===== src/rtl/qconv_kn2row_tile_seq_pkg.sv =====
// Shared definitions for the kn2row tile sequencer and its datapath units.
//   - FSM state encoding of the sequencer
//   - phase encoding (which datapath unit a state talks to)
//   - default dimension width and tile LOG2 constants
package qconv_kn2row_tile_seq_pkg;

    localparam int unsigned DIM_W_DEF          = 16;
    localparam int unsigned OC_UNROLL_LOG2_DEF = 3;
    localparam int unsigned TILE_H_LOG2_DEF    = 3;
    localparam int unsigned TILE_W_LOG2_DEF    = 3;

    typedef enum logic [2:0] {
        StIdle  = 3'd0,
        StRdIn  = 3'd1,
        StRdK   = 3'd2,
        StMac   = 3'd3,
        StWrOut = 3'd4,
        StFin   = 3'd5
    } state_e;

    typedef enum logic [1:0] {
        PhInput  = 2'd0,
        PhKernel = 2'd1,
        PhMac    = 2'd2,
        PhWrite  = 2'd3
    } phase_e;

    // Phase served by a handshake state; non-handshake states map to PhInput.
    function automatic phase_e state_phase(state_e st);
        phase_e ph;
        ph = PhInput;
        case (st)
            StRdK:   ph = PhKernel;
            StMac:   ph = PhMac;
            StWrOut: ph = PhWrite;
            default: ph = PhInput;
        endcase
        return ph;
    endfunction

endpackage


===== src/rtl/qconv_kn2row_tile_seq_if.sv =====
// Control/handshake bundle between the tile sequencer and the datapath units.
//   master : the sequencer (drives busy/done, phase reqs, tile descriptor)
//   slave  : the controller/datapath side (drives start, cfg, phase acks)
interface qconv_kn2row_tile_seq_if #(
    parameter int unsigned DIM_W          = qconv_kn2row_tile_seq_pkg::DIM_W_DEF,
    parameter int unsigned OC_UNROLL_LOG2 = qconv_kn2row_tile_seq_pkg::OC_UNROLL_LOG2_DEF,
    parameter int unsigned TILE_H_LOG2    = qconv_kn2row_tile_seq_pkg::TILE_H_LOG2_DEF,
    parameter int unsigned TILE_W_LOG2    = qconv_kn2row_tile_seq_pkg::TILE_W_LOG2_DEF
);
    logic                    start;
    logic [DIM_W-1:0]        cfg_out_w;
    logic [DIM_W-1:0]        cfg_out_h;
    logic [DIM_W-1:0]        cfg_out_c;
    logic                    busy;
    logic                    done;
    logic                    rd_in_req;
    logic                    rd_in_ack;
    logic                    rd_k_req;
    logic                    rd_k_ack;
    logic                    mac_req;
    logic                    mac_ack;
    logic                    wr_out_req;
    logic                    wr_out_ack;
    logic [DIM_W-1:0]        tile_oc;
    logic [DIM_W-1:0]        tile_oh;
    logic [DIM_W-1:0]        tile_ow;
    logic [OC_UNROLL_LOG2:0] tile_oc_len;
    logic [TILE_H_LOG2:0]    tile_h_len;
    logic [TILE_W_LOG2:0]    tile_w_len;
    logic                    tile_first;
    logic                    tile_last;

    modport master (
        input  start, cfg_out_w, cfg_out_h, cfg_out_c,
        input  rd_in_ack, rd_k_ack, mac_ack, wr_out_ack,
        output busy, done,
        output rd_in_req, rd_k_req, mac_req, wr_out_req,
        output tile_oc, tile_oh, tile_ow, tile_oc_len, tile_h_len, tile_w_len,
        output tile_first, tile_last
    );

    modport slave (
        output start, cfg_out_w, cfg_out_h, cfg_out_c,
        output rd_in_ack, rd_k_ack, mac_ack, wr_out_ack,
        input  busy, done,
        input  rd_in_req, rd_k_req, mac_req, wr_out_req,
        input  tile_oc, tile_oh, tile_ow, tile_oc_len, tile_h_len, tile_w_len,
        input  tile_first, tile_last
    );

endinterface


===== src/rtl/qconv_kn2row_tile_seq_axis_cnt.sv =====
// One tiling axis: holds the tile origin along a dimension and derives the
// tile length and the wrap flag from it.
//   i_clk, i_rstn : clock, synchronous active-low reset
//   i_clear       : origin back to 0 (layer start)
//   i_step        : advance origin by one tile, or back to 0 on wrap
//   i_dim         : dimension size
//   o_origin      : current tile origin
//   o_len         : min(2**STEP_LOG2, dim - origin)
//   o_wrap        : this is the last tile along the axis
module qconv_kn2row_tile_seq_axis_cnt #(
    parameter int unsigned DIM_W     = 16,
    parameter int unsigned STEP_LOG2 = 3
) (
    input  logic               i_clk,
    input  logic               i_rstn,
    input  logic               i_clear,
    input  logic               i_step,
    input  logic [DIM_W-1:0]   i_dim,
    output logic [DIM_W-1:0]   o_origin,
    output logic [STEP_LOG2:0] o_len,
    output logic               o_wrap
);

    localparam logic [DIM_W:0] STEP = {{DIM_W{1'b0}}, 1'b1} << STEP_LOG2;

    logic [DIM_W-1:0] r_origin;
    logic [DIM_W:0]   w_end;
    logic [DIM_W:0]   w_rem;

    // One extra bit so origin + step never overflows near the top of the range.
    assign w_end  = {1'b0, r_origin} + STEP;
    assign o_wrap = (w_end >= {1'b0, i_dim});
    assign w_rem  = {1'b0, i_dim} - {1'b0, r_origin};

    always_comb begin
        o_len = STEP[STEP_LOG2:0];
        if (w_rem < STEP) begin
            o_len = w_rem[STEP_LOG2:0];
        end
    end

    assign o_origin = r_origin;

    always_ff @(posedge i_clk) begin
        if (!i_rstn) begin
            r_origin <= '0;
        end else if (i_clear) begin
            r_origin <= '0;
        end else if (i_step) begin
            r_origin <= o_wrap ? '0 : w_end[DIM_W-1:0];
        end
    end

endmodule


===== src/rtl/qconv_kn2row_tile_seq.sv =====
// Tile sequencer for the kn2row quantised convolution engine.
// Walks output-channel groups (outer), then output rows, then output columns
// (fastest) and runs READ_INPUT -> READ_KERNEL -> CALC_MAC -> WRITE_OUTPUT per
// tile, one req/ack handshake per phase.
//   i_clk, i_rstn : clock, synchronous active-low reset
//   bus (master)  : start/cfg in, busy/done out, four req/ack pairs, tile descriptor
// Build option: QCONV_KERNEL_REUSE_EN skips the kernel load on every tile that is
// not the first spatial tile of its output-channel group.
module qconv_kn2row_tile_seq
    import qconv_kn2row_tile_seq_pkg::*;
#(
    parameter int unsigned DIM_W          = DIM_W_DEF,
    parameter int unsigned OC_UNROLL_LOG2 = OC_UNROLL_LOG2_DEF,
    parameter int unsigned TILE_H_LOG2    = TILE_H_LOG2_DEF,
    parameter int unsigned TILE_W_LOG2    = TILE_W_LOG2_DEF
) (
    input  logic                   i_clk,
    input  logic                   i_rstn,
    qconv_kn2row_tile_seq_if.master bus
);

    state_e           r_state;
    state_e           w_state_d;
    logic [DIM_W-1:0] r_cfg_w;
    logic [DIM_W-1:0] r_cfg_h;
    logic [DIM_W-1:0] r_cfg_c;
    logic             r_busy;
    logic             r_done;
    logic             r_rd_in_req;
    logic             r_rd_k_req;
    logic             r_mac_req;
    logic             r_wr_out_req;

    logic             w_accept;
    logic             w_cfg_zero;
    logic             w_active;
    logic             w_adv;
    logic             w_tile_first;
    logic             w_tile_last;
    logic             w_ow_wrap;
    logic             w_oh_wrap;
    logic             w_oc_wrap;
    logic [DIM_W-1:0] w_ow;
    logic [DIM_W-1:0] w_oh;
    logic [DIM_W-1:0] w_oc;

    assign w_accept   = (r_state == StIdle) && bus.start;
    assign w_cfg_zero = (bus.cfg_out_w == '0) || (bus.cfg_out_h == '0) || (bus.cfg_out_c == '0);
    assign w_active   = (r_state == StRdIn) || (r_state == StRdK) ||
                        (r_state == StMac)  || (r_state == StWrOut);

    // Flags are only meaningful while a layer is in flight; zero otherwise.
    assign w_tile_first = w_active && (w_ow == '0) && (w_oh == '0);
    assign w_tile_last  = w_active && w_ow_wrap && w_oh_wrap && w_oc_wrap;

    // Axis chain: ow steps every tile, oh on ow wrap, oc on oh wrap.
    qconv_kn2row_tile_seq_axis_cnt #(
        .DIM_W     (DIM_W),
        .STEP_LOG2 (TILE_W_LOG2)
    ) u_cnt_ow (
        .i_clk    (i_clk),
        .i_rstn   (i_rstn),
        .i_clear  (w_accept),
        .i_step   (w_adv),
        .i_dim    (r_cfg_w),
        .o_origin (w_ow),
        .o_len    (bus.tile_w_len),
        .o_wrap   (w_ow_wrap)
    );

    qconv_kn2row_tile_seq_axis_cnt #(
        .DIM_W     (DIM_W),
        .STEP_LOG2 (TILE_H_LOG2)
    ) u_cnt_oh (
        .i_clk    (i_clk),
        .i_rstn   (i_rstn),
        .i_clear  (w_accept),
        .i_step   (w_adv && w_ow_wrap),
        .i_dim    (r_cfg_h),
        .o_origin (w_oh),
        .o_len    (bus.tile_h_len),
        .o_wrap   (w_oh_wrap)
    );

    qconv_kn2row_tile_seq_axis_cnt #(
        .DIM_W     (DIM_W),
        .STEP_LOG2 (OC_UNROLL_LOG2)
    ) u_cnt_oc (
        .i_clk    (i_clk),
        .i_rstn   (i_rstn),
        .i_clear  (w_accept),
        .i_step   (w_adv && w_ow_wrap && w_oh_wrap),
        .i_dim    (r_cfg_c),
        .o_origin (w_oc),
        .o_len    (bus.tile_oc_len),
        .o_wrap   (w_oc_wrap)
    );

    // Each req is a registered decode of the state, so in state X the req of X
    // is high and an ack there always meets a raised req.
    always_comb begin
        w_state_d = r_state;
        w_adv     = 1'b0;
        unique case (r_state)
            StIdle: begin
                if (bus.start) begin
                    w_state_d = w_cfg_zero ? StFin : StRdIn;
                end
            end
            StRdIn: begin
                if (bus.rd_in_ack) begin
`ifdef QCONV_KERNEL_REUSE_EN
                    // Kernel buffer still holds this oc group after its first tile.
                    w_state_d = w_tile_first ? StRdK : StMac;
`else
                    w_state_d = StRdK;
`endif
                end
            end
            StRdK: begin
                if (bus.rd_k_ack) begin
                    w_state_d = StMac;
                end
            end
            StMac: begin
                if (bus.mac_ack) begin
                    w_state_d = StWrOut;
                end
            end
            StWrOut: begin
                if (bus.wr_out_ack) begin
                    if (w_tile_last) begin
                        w_state_d = StFin;
                    end else begin
                        w_state_d = StRdIn;
                        w_adv     = 1'b1;
                    end
                end
            end
            StFin: begin
                w_state_d = StIdle;
            end
            default: begin
                w_state_d = StIdle;
            end
        endcase
    end

    always_ff @(posedge i_clk) begin
        if (!i_rstn) begin
            r_state <= StIdle;
        end else begin
            r_state <= w_state_d;
        end
    end

    always_ff @(posedge i_clk) begin
        if (!i_rstn) begin
            r_cfg_w      <= '0;
            r_cfg_h      <= '0;
            r_cfg_c      <= '0;
            r_busy       <= 1'b0;
            r_done       <= 1'b0;
            r_rd_in_req  <= 1'b0;
            r_rd_k_req   <= 1'b0;
            r_mac_req    <= 1'b0;
            r_wr_out_req <= 1'b0;
        end else begin
            if (w_accept) begin
                r_cfg_w <= bus.cfg_out_w;
                r_cfg_h <= bus.cfg_out_h;
                r_cfg_c <= bus.cfg_out_c;
            end
            r_busy       <= (w_state_d == StRdIn) || (w_state_d == StRdK) ||
                            (w_state_d == StMac)  || (w_state_d == StWrOut);
            r_done       <= (w_state_d == StFin);
            r_rd_in_req  <= (w_state_d == StRdIn);
            r_rd_k_req   <= (w_state_d == StRdK);
            r_mac_req    <= (w_state_d == StMac);
            r_wr_out_req <= (w_state_d == StWrOut);
        end
    end

    assign bus.busy       = r_busy;
    assign bus.done       = r_done;
    assign bus.rd_in_req  = r_rd_in_req;
    assign bus.rd_k_req   = r_rd_k_req;
    assign bus.mac_req    = r_mac_req;
    assign bus.wr_out_req = r_wr_out_req;
    assign bus.tile_oc    = w_oc;
    assign bus.tile_oh    = w_oh;
    assign bus.tile_ow    = w_ow;
    assign bus.tile_first = w_tile_first;
    assign bus.tile_last  = w_tile_last;

endmodule


===== src/flat_wrapper.sv =====
// flat-port wrapper written by rule: the top's interface ports become plain ports
module qconv_kn2row_tile_seq_flat import qconv_kn2row_tile_seq_pkg::*;
#(
    parameter int unsigned DIM_W          = DIM_W_DEF,
    parameter int unsigned OC_UNROLL_LOG2 = OC_UNROLL_LOG2_DEF,
    parameter int unsigned TILE_H_LOG2    = TILE_H_LOG2_DEF,
    parameter int unsigned TILE_W_LOG2    = TILE_W_LOG2_DEF
)
  (i_clk, i_rstn, bus_start, bus_cfg_out_w, bus_cfg_out_h, bus_cfg_out_c, bus_rd_in_ack, bus_rd_k_ack, bus_mac_ack, bus_wr_out_ack, bus_busy, bus_done, bus_rd_in_req, bus_rd_k_req, bus_mac_req, bus_wr_out_req, bus_tile_oc, bus_tile_oh, bus_tile_ow, bus_tile_oc_len, bus_tile_h_len, bus_tile_w_len, bus_tile_first, bus_tile_last);
  qconv_kn2row_tile_seq_if #(.DIM_W(DIM_W), .OC_UNROLL_LOG2(OC_UNROLL_LOG2), .TILE_H_LOG2(TILE_H_LOG2), .TILE_W_LOG2(TILE_W_LOG2)) bus_i ();
  input  logic i_clk;
  input  logic i_rstn;
  input wire logic [$bits(bus_i.start)-1:0] bus_start;
  input wire logic [$bits(bus_i.cfg_out_w)-1:0] bus_cfg_out_w;
  input wire logic [$bits(bus_i.cfg_out_h)-1:0] bus_cfg_out_h;
  input wire logic [$bits(bus_i.cfg_out_c)-1:0] bus_cfg_out_c;
  input wire logic [$bits(bus_i.rd_in_ack)-1:0] bus_rd_in_ack;
  input wire logic [$bits(bus_i.rd_k_ack)-1:0] bus_rd_k_ack;
  input wire logic [$bits(bus_i.mac_ack)-1:0] bus_mac_ack;
  input wire logic [$bits(bus_i.wr_out_ack)-1:0] bus_wr_out_ack;
  output wire logic [$bits(bus_i.busy)-1:0] bus_busy;
  output wire logic [$bits(bus_i.done)-1:0] bus_done;
  output wire logic [$bits(bus_i.rd_in_req)-1:0] bus_rd_in_req;
  output wire logic [$bits(bus_i.rd_k_req)-1:0] bus_rd_k_req;
  output wire logic [$bits(bus_i.mac_req)-1:0] bus_mac_req;
  output wire logic [$bits(bus_i.wr_out_req)-1:0] bus_wr_out_req;
  output wire logic [$bits(bus_i.tile_oc)-1:0] bus_tile_oc;
  output wire logic [$bits(bus_i.tile_oh)-1:0] bus_tile_oh;
  output wire logic [$bits(bus_i.tile_ow)-1:0] bus_tile_ow;
  output wire logic [$bits(bus_i.tile_oc_len)-1:0] bus_tile_oc_len;
  output wire logic [$bits(bus_i.tile_h_len)-1:0] bus_tile_h_len;
  output wire logic [$bits(bus_i.tile_w_len)-1:0] bus_tile_w_len;
  output wire logic [$bits(bus_i.tile_first)-1:0] bus_tile_first;
  output wire logic [$bits(bus_i.tile_last)-1:0] bus_tile_last;
  assign bus_i.start = bus_start;
  assign bus_i.cfg_out_w = bus_cfg_out_w;
  assign bus_i.cfg_out_h = bus_cfg_out_h;
  assign bus_i.cfg_out_c = bus_cfg_out_c;
  assign bus_i.rd_in_ack = bus_rd_in_ack;
  assign bus_i.rd_k_ack = bus_rd_k_ack;
  assign bus_i.mac_ack = bus_mac_ack;
  assign bus_i.wr_out_ack = bus_wr_out_ack;
  assign bus_busy = bus_i.busy;
  assign bus_done = bus_i.done;
  assign bus_rd_in_req = bus_i.rd_in_req;
  assign bus_rd_k_req = bus_i.rd_k_req;
  assign bus_mac_req = bus_i.mac_req;
  assign bus_wr_out_req = bus_i.wr_out_req;
  assign bus_tile_oc = bus_i.tile_oc;
  assign bus_tile_oh = bus_i.tile_oh;
  assign bus_tile_ow = bus_i.tile_ow;
  assign bus_tile_oc_len = bus_i.tile_oc_len;
  assign bus_tile_h_len = bus_i.tile_h_len;
  assign bus_tile_w_len = bus_i.tile_w_len;
  assign bus_tile_first = bus_i.tile_first;
  assign bus_tile_last = bus_i.tile_last;
  qconv_kn2row_tile_seq #(.DIM_W(DIM_W), .OC_UNROLL_LOG2(OC_UNROLL_LOG2), .TILE_H_LOG2(TILE_H_LOG2), .TILE_W_LOG2(TILE_W_LOG2)) u_core (.i_clk(i_clk), .i_rstn(i_rstn), .bus(bus_i));
endmodule

===== config.mk =====
export PLATFORM = sky130hd
export DESIGN_NAME = qconv_kn2row_tile_seq_flat
export DESIGN_NICKNAME = d
export VERILOG_FILES = /design/src/rtl/qconv_kn2row_tile_seq_pkg.sv /design/src/rtl/qconv_kn2row_tile_seq_if.sv /design/src/rtl/qconv_kn2row_tile_seq_axis_cnt.sv /design/src/rtl/qconv_kn2row_tile_seq.sv /design/src/flat_wrapper.sv
export SDC_FILE = /design/constraint.sdc
export NUM_CORES = 1
export LEC_CHECK = 0
export ABC_AREA = 1
export BUFFER_PORTS_ARGS = -buffer_cell sky130_fd_sc_hd__buf_4
export CORE_ASPECT_RATIO = 0.75
export CORE_MARGIN = 3
export CORE_UTILIZATION = 63
export DETAILED_ROUTE_END_ITERATION = 6
export PLACE_DENSITY = 0.86
export SLEW_MARGIN = 0
export SYNTH_ARGS = -nofsm -noshare
export SYNTH_HDL_FRONTEND = slang
export SYNTH_HIERARCHICAL = 1
export SYNTH_SLANG_ARGS = --single-unit

===== constraint.sdc =====
create_clock -name i_clk -period 5.05 [get_ports i_clk]
set_input_delay 1.01 -clock i_clk [delete_from_list [all_inputs] [get_ports i_clk]]
set_output_delay 1.01 -clock i_clk [all_outputs]
set_load 0.05 [all_outputs]

==> summary.txt, run 1 <==
Outcome
  • Status: complete, no violations

Clock network
  • H-tree depth: 3
  • Num CTS Buffers: 9
  • Clock sinks: 96
  • CTS clk-pin slew, worst paths: ~70 ps
  • Clock Latency Late Sink: roughly 350 ps
  • Clk root buf: clkbuf_16
  • Clock tree buffer depth: 2
  • TritonCTS clock tree: yes

Flow run
  • MaxCap Viol Count: 0

Routing
  • 1st-pass router iterations: 5
  • Remaining DRCs: 0
  • Drt first-iter violations: between 700 and 800
  • Antenna Nets Post-Route: 0
  • Vias per std cell: roughly 5.5
  • Via count: about 9.8k
  • Routed wire length: 26100 µm
  • WL per Instance: around 15 µm

Layout
  • ANT cells: 0
  • Fillers: about 1.2k
  • Layout area overhead: 13.8%
  • Layout cells sized above 1: between 10% and 20%
  • Final cell area excluding filler cells: approximately 0.010 mm²
  • Area of the multi-input gates: ~0.0060 mm²
  • Non-Filler Instances: 1795
  • Storage element area: roughly 0.0019 mm²
  • Nets: ~1.7k

Synthesis
  • Number of synthesized register bits: 96
  • Distinct cell type count after synthesis: between 40 and 50
  • Ys Warns: 6
  • Synthesized area per cell: 6.09 µm²
  • Synth Flop Type: dfxtp_1
  • Post-synth EDFFs: 0
  • Register area share after synthesis: between 20% and 30%
  • Post-Synthesis Cell Area: 0.00911 mm²
  • Post-Syn Instances: between 1k and 1.5k
  • Ys async rst share: 0%

Timing
  • Smallest hold slack: 490 ps
  • Fin crit share: between 90% and 100%
  • Slack of the critical path: 490 ps
  • F_max: around 220 MHz
  • RSZ-0062 raised after global routing: no
  • Worst Clk Skew: 11.0 ps
  • Min cycle time layout: between 4000 and 5000 ps
  • Final slew viol count: 0
  • Slew of the pin with the lowest slew margin: 701 ps
  • Final setup vio count: 0
  • Headroom to the max-slew limit: between 50% and 60%
  • Fin. Hold Viols: 0
  • Setup_tns: 0 ps

Floorplanning
  • Ports: ~120
  • Die height: ~110 µm
  • Initial Util: about two thirds
  • Site Rows: 37
  • Placeable Area: 0.0139 mm²
  • DIE AREA: roughly 0.016 mm²
  • Die width: 145 µm

Worst hold path
  • Hold Path Sink: u_core/r_cfg_c[0]
  • Hold/Removal Path Class: reg -> reg
  • Min-delay src: u_core/r_cfg_c[0]
  • Min-Delay Path Depth: 2

Global routing
  • Vias in the first global route: between 8k and 9k
  • First-pass GRT wire length: around 42000 µm
  • Largest net degree at the start of global routing: 56
  • GRT Residual Overflow: 0
  • Initial antenna violation count: 0
  • Overall Global Routing Usage: between 30% and 40%

Place
  • Placed Area: approximately 0.010 mm²
  • DP Wirelength: ~20000 µm
  • Dpl ws: approximately 840 ps
  • DP Cell Count: between 1.5k and 2k
  • Port bufs: between 100 and 150
  • GPL Wtd Cong: just under 1

Worst setup path
  • Critical path peak fanout: 14
  • CP Class: reg -> out
  • Worst r2r src: u_core/u_cnt_ow/o_origin[3]
  • R2R Path End: u_core/u_cnt_oh/o_origin[3]
  • CP Capture Type: output pin
  • Critical Path AT: between 3000 and 4000 ps
  • FF-to-FF path depth: 23
  • CP Launch Type: flip-flop
  • WP data required: around 4000 ps
  • Reg2reg setup slack: ~760 ps

Power and ir drop
  • LEAKAGE: between 5 and 6 nW
  • Pwr dens: about 260 mW/mm²
  • Worst VDD drop: 0.000215 V
==> final cells by class <==
class	instances	area share, %
Clock inverter	6	1.33
Tap cell	195	2.35
Sequential cell	96	18.5
Timing Repair Buffer	117	8.47
Clock buffer	10	2.30
Multi-Input combinational cell	1113	57.7
Inverter	258	9.35
==> Yosys cell counts (2+ instances only) <==
library cell    n  share of area [%]
clkbuf_1        9               0.37
inv_1         237                9.8
buf_6           6               0.74
nor3_2          3               0.33
dfxtp_1        96                 21
a21oi_2        10               0.96
xor2_1         18                1.7
nand3b_1       16                1.3
nand3_1        98                5.4
nand3_2        26                2.9
nand2_1       355                 15
o21ai_0        34                1.9
nand2_2         7               0.48
nor3_1         16               0.88
buf_4          17                1.4
ha_1           87                 12
o21a_1          3               0.25
nand4_1        34                2.3
nor2_4          5               0.62
inv_2          19               0.78
xnor2_1         3               0.29
buf_2           5               0.27
a21oi_1        82                4.5
o21bai_1        3               0.25
nor3_4          3               0.54
nor2_1        237                9.8
nor4_1          8               0.55
o21a_4          3               0.49
and2_1          3               0.21
a21boi_0        2               0.16
o31ai_1         2               0.16
nor2_2          4               0.27
o21ai_1        31                1.7
conb_1          6               0.25
==> cell usage in the layout (no fill, tap or decap), types with 5 or more instances in the layout <==
| master | netlist | routed |
|---|---|---|
| nand2_1 | 355 | 355 |
| inv_1 | 237 | 237 |
| nor2_1 | 237 | 237 |
| buf_4 | 17 | 117 |
| nand3_1 | 98 | 98 |
| dfxtp_1 | 96 | 96 |
| ha_1 | 87 | 87 |
| a21oi_1 | 82 | 82 |
| nand4_1 | 34 | 34 |
| o21ai_0 | 34 | 34 |
| o21ai_1 | 31 | 31 |
| nand3_2 | 26 | 26 |
| inv_2 | 19 | 19 |
| xor2_1 | 18 | 18 |
| nand3b_1 | 16 | 16 |
| nor3_1 | 16 | 15 |
| conb_1 | 6 | 15 |
| a21oi_2 | 10 | 10 |
| clkbuf_16 | 0 | 9 |
| nor4_1 | 8 | 8 |
| nand2_2 | 7 | 7 |
| nor2_4 | 5 | 5 |
==> report_power, final <==
group | switching (mW) | total [mW] | internal (mW)
Clock | 0.312 | 0.863 | 0.551
Sequential | 0.0472 | 0.852 | 0.804
Combinational | 0.624 | 0.961 | 0.337
==> flip-flops by register name, summed over array words and instances, names as in the netlist <==
signal / cells
u_core/u_cnt_oc/o_origin: 13
u_core/bus.busy: 1
u_core/r_cfg_c: 16
u_core/bus.rd_in_req: 1
u_core/bus.done: 1
u_core/bus.wr_out_req: 1
u_core/u_cnt_ow/o_origin: 13
u_core/r_cfg_w: 16
u_core/bus.rd_k_req: 1
u_core/r_cfg_h: 16
u_core/u_cnt_oh/o_origin: 13
u_core/bus.mac_req: 1
u_core/r_state: 3
==> layer usage <==
metal / GRT usage, % / part of all wire (%) / vias up / wire length (µm)
met1: 44.8 / 46 / 4432 / 11900
met2: 52.6 / 45 / 401 / 11700
met3: 5.74 / 8.0 / 30 / 2100
met5: 0 / 0 / - / 0
li1: - / - / 4925 / -
met4: 7.92 / 1.6 / 0 / 429
==> repair_timing <==
action,4_1_cts,5_1_grt
buffers inserted,0,0
resized for setup,0,1
endpoints found under the setup margin,0,1
hold buffers,0,0
==> logic make-up (layout without fill, tap and decap cells) <==
kind of cell,after synthesis,after routing,share of synthesized area [%]
AO/OA/AOI/OAI,171,171,10.4
XOR/XNOR,21,21,2.02
adder cells (fa/ha/maj),87,87,11.9
buffers and inverters,297,391,13.7
flip-flops,96,96,21.1
other,6,15,0.247
AND/OR/NAND/NOR,819,819,40.6
==> how the worst max path moves through the flow <==
stage                                            from  slack [ps]            end  cells past startpoint
after floorplan           u_core/u_cnt_ow/o_origin[3]         470  bus_tile_last                     20
after global placement    u_core/u_cnt_ow/o_origin[3]         950  bus_tile_last                     21
after detailed placement  u_core/u_cnt_ow/o_origin[3]         840  bus_tile_last                     21
after CTS                 u_core/u_cnt_ow/o_origin[3]         450  bus_tile_last                     21
final                     u_core/u_cnt_oh/o_origin[3]         490  bus_tile_last                     21
after global routing      u_core/u_cnt_ow/o_origin[3]         100  bus_tile_last                     21
==> metrics by stage <==
stage | utilization, % | power, mW
after floorplan | - | 1.59
after global routing | 74.4 | 2.85
after CTS | 74.4 | 2.66
final | 74.4 | 2.68
after detailed placement | 71.7 | 1.80
after global placement | 71.7 | 1.78
==> critical path: stages (launching register included) <==
cell and delay, ps:
dfxtp_1 430, ha_1 220, nand2_1 80, nor2_1 160, nand2_1 100, nor2_1 190, nand3_1 120, nand2_1 130
inv_1 50, ha_1 280, nand4_1 120, nor3_1 220, nand2_1 80, nand3_1 70, nand2_1 50, nand2_1 50
nand2_1 40, buf_4 190, nand2_1 100, nand3_1 100, nor2_1 180, buf_4 230
Power figures use the tool's default switching activity.
==> inputs of run 2 (changes only) <==
ABC_AREA = unset   (was 1)
PLACE_DENSITY = 0.87   (was 0.86)
==> run 2 against run 1 <==
Net effect:
- non-clock buffer count up 4
- count of clock-buffer cells in the layout down 1
- final cell count down 28%
- via count down 16%
- highest routed layer unchanged
- sequential share of layout area up 2.0 points
- critical endpoint unchanged
- sequential power down 2.9%
- final area down 9.7%
- fmax down 5.5%
- clock power down 7.2%
==> summary.txt, run 2 <==
Outcome
  • Status: complete, no violations

Clock network
  • TritonCTS clock tree: yes
  • H-tree depth: 3
  • Clock sinks: 96
  • Clk root buf: clkbuf_16
  • Clock tree buffer depth: 2
  • CTS clk-pin slew, worst paths: 70 ps
  • Clock Latency Late Sink: ~350 ps
  • CTS Hold Bufs: 0
  • Num CTS Buffers: 9

Worst hold path
  • Min-delay src: u_core/r_cfg_c[1]
  • Hold/Removal Path Class: reg -> reg

Timing
  • Final slew viol count: 0
  • Fin. Hold Viols: 0
  • Headroom to the max-slew limit: approximately a third
  • Min cycle time layout: 4830 ps
  • Slack of the critical path: approximately 220 ps
  • Fin crit share: 95.6%
  • F_max: between 200 and 250 MHz
  • Slew of the pin with the lowest slew margin: between 900 and 1000 ps
  • Final setup vio count: 0
  • Worst Clk Skew: just over 9 ps

Synthesis
  • Synth Flop Type: dfxtp_1
  • Post-synth EDFFs: 0
  • Ys async rst share: 0%
  • Synthesized area per cell: 7.85 µm²
  • Top post-synthesis cells by area: dfxtp_1 24%, ha_1 13%, nand2_1 6.9%
  • Post-Synthesis Cell Area: between 0.008 and 0.009 mm²
  • Post-synth top cells: 148 x nand2_1, 100 x a21oi_1, 96 x dfxtp_1
  • Number of synthesized register bits: 96
  • Register area share after synthesis: around a quarter
  • Largest area contributor in the netlist: dfxtp_1
  • Post-synth top area share: 23.7%
  • Distinct cell type count after synthesis: between 80 and 90
  • Post-Syn Instances: ~1.0k
  • Ys Warns: 6
  • Count leader, synth: nand2_1

Power and ir drop
  • Cell Int Power: approximately 1.6 mW
  • Seq pwr share: 35.0%
  • LEAKAGE: ~3.9 nW
  • Worst VDD drop: 0.000181 V
  • Clock power share: 33.9%
  • Sw Share: between 30% and 40%
  • Psw: about 0.79 mW
  • Pwr dens: ~250 mW/mm²
  • Gate power share: 31.1%
  • Power, Total: roughly 2.4 mW

Layout
  • Biggest regs: u_core/r_cfg_c x16, u_core/r_cfg_h x16, u_core/r_cfg_w x16
  • ANT cells: 0
  • Layout cells sized above 1: between 10% and 20%
  • Finished Core Util: 75.3%
  • Nets: approximately 1.3k
  • Layout area overhead: 15.6%
  • Most frequent cells in the layout: 148 x nand2_1, 121 x buf_4, 100 x a21oi_1
  • Final cell area excluding filler cells: 0.00937 mm²
  • Most common cell after layout, fill and taps aside: nand2_1
  • Non-Filler Instances: between 1k and 1.5k

Routing
  • Drt first-iter violations: roughly 860
  • 1st-pass router iterations: 5
  • Routed wire length: about 24000 µm
  • Via count: around 8.2k
  • Remaining DRCs: 0
  • Antenna Nets Post-Route: 0
  • Vias per std cell: 6.33
  • WL per Instance: 18.5 µm

Worst setup path
  • CP Capture Type: output pin
  • Critical path peak fanout: 7
  • Worst r2r src: u_core/u_cnt_oh/o_origin[3]
  • CP Class: reg -> out
  • CP Launch Point: u_core/u_cnt_oc/o_origin[3]
  • Critical Path AT: between 3000 and 4000 ps
  • CP Launch Type: flip-flop
  • WP data required: about 4000 ps

Global routing
  • First-pass GRT wire length: around 38000 µm
  • Largest net degree at the start of global routing: 54
  • Overall Global Routing Usage: about 33%
  • Initial antenna violation count: 0
  • GRT Residual Overflow: 0
  • Vias in the first global route: 7538

Place
  • GPL Wtd Cong: between 0.9 and 1
  • DP Cell Count: between 1k and 1.5k
  • DP Wirelength: 18400 µm
  • Placed Area: 0.00898 mm²
  • Port bufs: between 100 and 150
  • Dpl ws: about 520 ps

Floorplanning
  • DIE AREA: 0.0143 mm²
  • Site Rows: 35
  • Initial Util: about two thirds
  • Ports: about 120
  • Die width: 137 µm
  • Placeable Area: 0.0124 mm²
  • Die height: about 100 µm

Flow run
  • MaxCap Viol Count: 0
==> run 2: per-layer routing <==
layer / vias up / GRT usage [%] / wire (µm)
met1: 3842 / 48.7 / 10900
met4: 0 / 7.62 / 415
met2: 447 / 49.1 / 10200
met3: 37 / 7.74 / 2560
li1: 3909 / - / -
met5: - / 0 / 0
==> run 2: area by class of cell <==
cell class,count,area (µm²)
Fill cell,947,3070
Clock inverter,6,115
Tap cell,166,208
Multi-Input combinational cell,810,5640
Sequential cell,96,1920
Timing Repair Buffer,121,908
Inverter,93,349
Clock buffer,9,225
==> run 2: critical path, stage by stage, from the launching register on <==
cell,delay [ps]
dfxtp_1,430
ha_1,260
and3_1,230
nand3_2,180
nor3_2,240
and3_1,200
xnor2_1,100
ha_1,300
nand3_1,120
nor4_1,300
o21ai_0,190
nand4_1,210
and3_2,270
nor2b_1,200
buf_4,230
==> run 2: final timing paths <==
kind	depth (start not counted)	slack (ps)	endpoint
min	2	470	u_core/r_cfg_c[1]
max	14	220	bus_tile_last
max reg2reg	19	510	u_core/u_cnt_oc/o_origin[9]
min reg2reg	2	470	u_core/r_cfg_c[1]
==> run 2: cell families (layout without fill, tap and decap cells) <==
group,after synthesis,count (layout),share of synthesized area (%)
and+or+nand+nor,392,392,26.5
AOI/OAI and AO/OA,269,269,23.5
buffers and inverters,135,229,7.47
DFF,96,96,23.7
adders and majority gates,87,87,13.4
xor gates and xnor gates,46,46,4.97
other,6,15,0.278
muxes,1,1,0.139
==> run 2: repair_timing <==
action	4_1_cts	5_1_grt
buffers inserted	0	3
endpoints found under the setup margin	0	1
resized for setup	0	5
==> run 2: per-stage QoR <==
step	setup TNS, ps	hold WS (ps)
2_1_floorplan	-42.1	440
3_3_place_gp	0	459
3_5_place_dp	0	465
4_1_cts	0	475
5_1_grt	-40.5	492
6_report	0	473
==> run 2: power groups by stage <==
stage	clock, mW	combinational (mW)	sequential (mW)
5_1_grt	0.841	0.799	0.831
6_report	0.801	0.734	0.827
3_5_place_dp	0	0.695	0.843
4_1_cts	0.815	0.703	0.826
2_1_floorplan	0	0.540	0.839
3_3_place_gp	0	0.686	0.841
==> inputs of run 3 (changes only) <==
REMOVE_ABC_BUFFERS = 1   (was unset)
==> run 3 against run 2 <==
Net effect:
- utilization shrank 0.34 points
- count of clock-buffer cells in the layout up 2
- register-to-register slack worse by 210 ps
- worst hold slack improved by 3.5 ps
- sequential cell count did not move
- setup slack worse by 17 ps
- die area stayed put
- critical path depth unchanged
- first-iteration DRC count is 17% lower
- largest cell class unchanged
- highest routed layer unchanged
==> summary.txt, run 3 (same netlist as run 2, synthesis figures left out) <==
Layout
  • Nets: 1273
  • ANT cells: 0
  • Non-Filler Instances: around 1.3k
  • Layout area overhead: 15.1%
  • Layout cells sized above 1: between 10% and 20%
  • Most common cell after layout, fill and taps aside: nand2_1
  • Biggest regs: u_core/r_cfg_c x16, u_core/r_cfg_h x16, u_core/r_cfg_w x16
  • Most frequent cells in the layout: 148 x nand2_1, 121 x buf_4, 100 x a21oi_1
  • Finished Core Util: between 70% and 80%

Routing
  • Drt first-iter violations: slightly above 700
  • Via count: around 8.2k
  • Routed wire length: 23800 µm
  • Vias per std cell: 6.29
  • Antenna Nets Post-Route: 0
  • Remaining DRCs: 0
  • WL per Instance: 18.3 µm
  • 1st-pass router iterations: 6

Clock network
  • TritonCTS clock tree: yes
  • Clk root buf: clkbuf_16
  • CTS clk-pin slew, worst paths: 70 ps
  • CTS Hold Bufs: 0
  • Clock Latency Late Sink: between 300 and 400 ps
  • Clock sinks: 96
  • Num CTS Buffers: 9
  • Clock tree buffer depth: 2
  • H-tree depth: 3

Worst hold path
  • Hold/Removal Path Class: reg -> reg
  • Hold Path Sink: u_core/r_cfg_w[8]
  • Min-Delay Path Depth: 2
  • Min-delay src: u_core/r_cfg_w[8]

Global routing
  • First-pass GRT wire length: 37500 µm
  • Overall Global Routing Usage: roughly a third
  • Initial antenna violation count: 0
  • Vias in the first global route: between 7k and 8k
  • GRT Residual Overflow: 0
  • Largest net degree at the start of global routing: 54

Worst setup path
  • R2R Path End: u_core/u_cnt_oc/o_origin[8]
  • CP Launch Type: flip-flop
  • Worst r2r src: u_core/u_cnt_ow/o_origin[3]
  • Reg2reg setup slack: 300 ps
  • CP Capture Type: output pin
  • Critical path peak fanout: 8
  • CP Class: reg -> out
  • FF-to-FF path depth: 20
  • WP data required: slightly above 4000 ps
  • Critical Path AT: approximately 3800 ps

Timing
  • F_max: 206 MHz
  • RSZ-0062 raised after global routing: no
  • Slack of the critical path: 206 ps
  • Fin. Hold Viols: 0
  • Min cycle time layout: ~4800 ps
  • Worst Clk Skew: between 15 and 20 ps
  • Smallest hold slack: 476 ps
  • Slew of the pin with the lowest slew margin: approximately 880 ps
  • Fin crit share: 95.9%
  • Final slew viol count: 0
  • Final setup vio count: 0
  • Headroom to the max-slew limit: around two fifths

Floorplanning
  • Die width: about 140 µm
  • Die height: 104 µm
  • Placeable Area: between 0.01 and 0.015 mm²
  • Site Rows: 35
  • Initial Util: around 65%
  • Ports: approximately 120
  • DIE AREA: approximately 0.014 mm²

Place
  • Port bufs: about 110
  • DP Cell Count: ~1.3k
  • Dpl ws: around 500 ps
  • GPL Wtd Cong: between 0.9 and 1
  • DP Wirelength: approximately 18000 µm

Power and ir drop
  • Worst VDD drop: a little over 0.0002 V
  • Pwr dens: 243 mW/mm²
  • LEAKAGE: 3.88 nW
  • Power, Total: 2.27 mW

Outcome
  • Status: complete, no violations

Flow run
  • MaxCap Viol Count: 0
## run 3: cell count changes in the layout (fill, tap and decap cells not counted)
cell | before | now
clkinv_4 | 0 | 2
a31oi_2 | 0 | 1
inv_6 | 2 | 1
bufinv_16 | 3 | 1
clkbuf_1 | 0 | 1
clkbuf_8 | 0 | 1
a31oi_4 | 2 | 1
## run 3: area by class of cell
class	count	area, µm²
multi-input cells	810	5630
inverters	93	349
flip-flops and latches	96	1920
clock buffers	11	243
clock inverters	5	63.8
repair buffers	121	908
well taps	166	208
fillers	983	3110
## run 3: worst max-delay path, stage by stage, from the launching register on
cell and delay, ps:
dfxtp_1 470, ha_1 230, and3_1 200, and3_1 230, nand2_1 110, nor3_1 250
xnor2_1 200, ha_1 300, o21a_1 170, o21ai_0 320, a31oi_4 120, nand3b_1 260
and3_2 270, nor2b_1 160, buf_4 190
## run 3: timing repair
item | in CTS | in global routing
endpoints found under the setup margin | 0 | 1
buffers inserted | 0 | 1
gates resized for setup | 0 | 4
## run 3: worst max-delay path by stage
stage	slack, ps	cells after the start	start	to
after global routing	20	14	u_core/u_cnt_ow/o_origin[3]	bus_tile_last
after detailed placement	500	14	u_core/u_cnt_oc/o_origin[3]	bus_tile_last
after global placement	680	14	u_core/u_cnt_oc/o_origin[3]	bus_tile_last
after floorplan	-10	8	u_core/u_cnt_ow/o_origin[3]	bus_tile_w_len[0]
final	210	14	u_core/u_cnt_ow/o_origin[3]	bus_tile_last
after CTS	120	14	u_core/u_cnt_oc/o_origin[3]	bus_tile_last
## run 3: through the flow
step	cell area [µm²]	TNS, ps
final	9330	0
after detailed placement	8990	0
after floorplan	7880	-42.1
after global routing	9330	0
after CTS	9300	0
after global placement	8990	0
## run 3: metal layers
layer  vias up  part of all wire [%]  GRT usage [%]
met5         -                     0              0
met4         0                   2.1           10.1
met3        44                    10           8.85
met2       399                    43           47.2
met1      3836                    45           46.9
li1       3908                     -              -
## run 3: power by group
group	internal, mW	switching (mW)
sequential	0.791	0.0409
clock	0.402	0.313
combinational	0.291	0.433
total	1.48	0.787
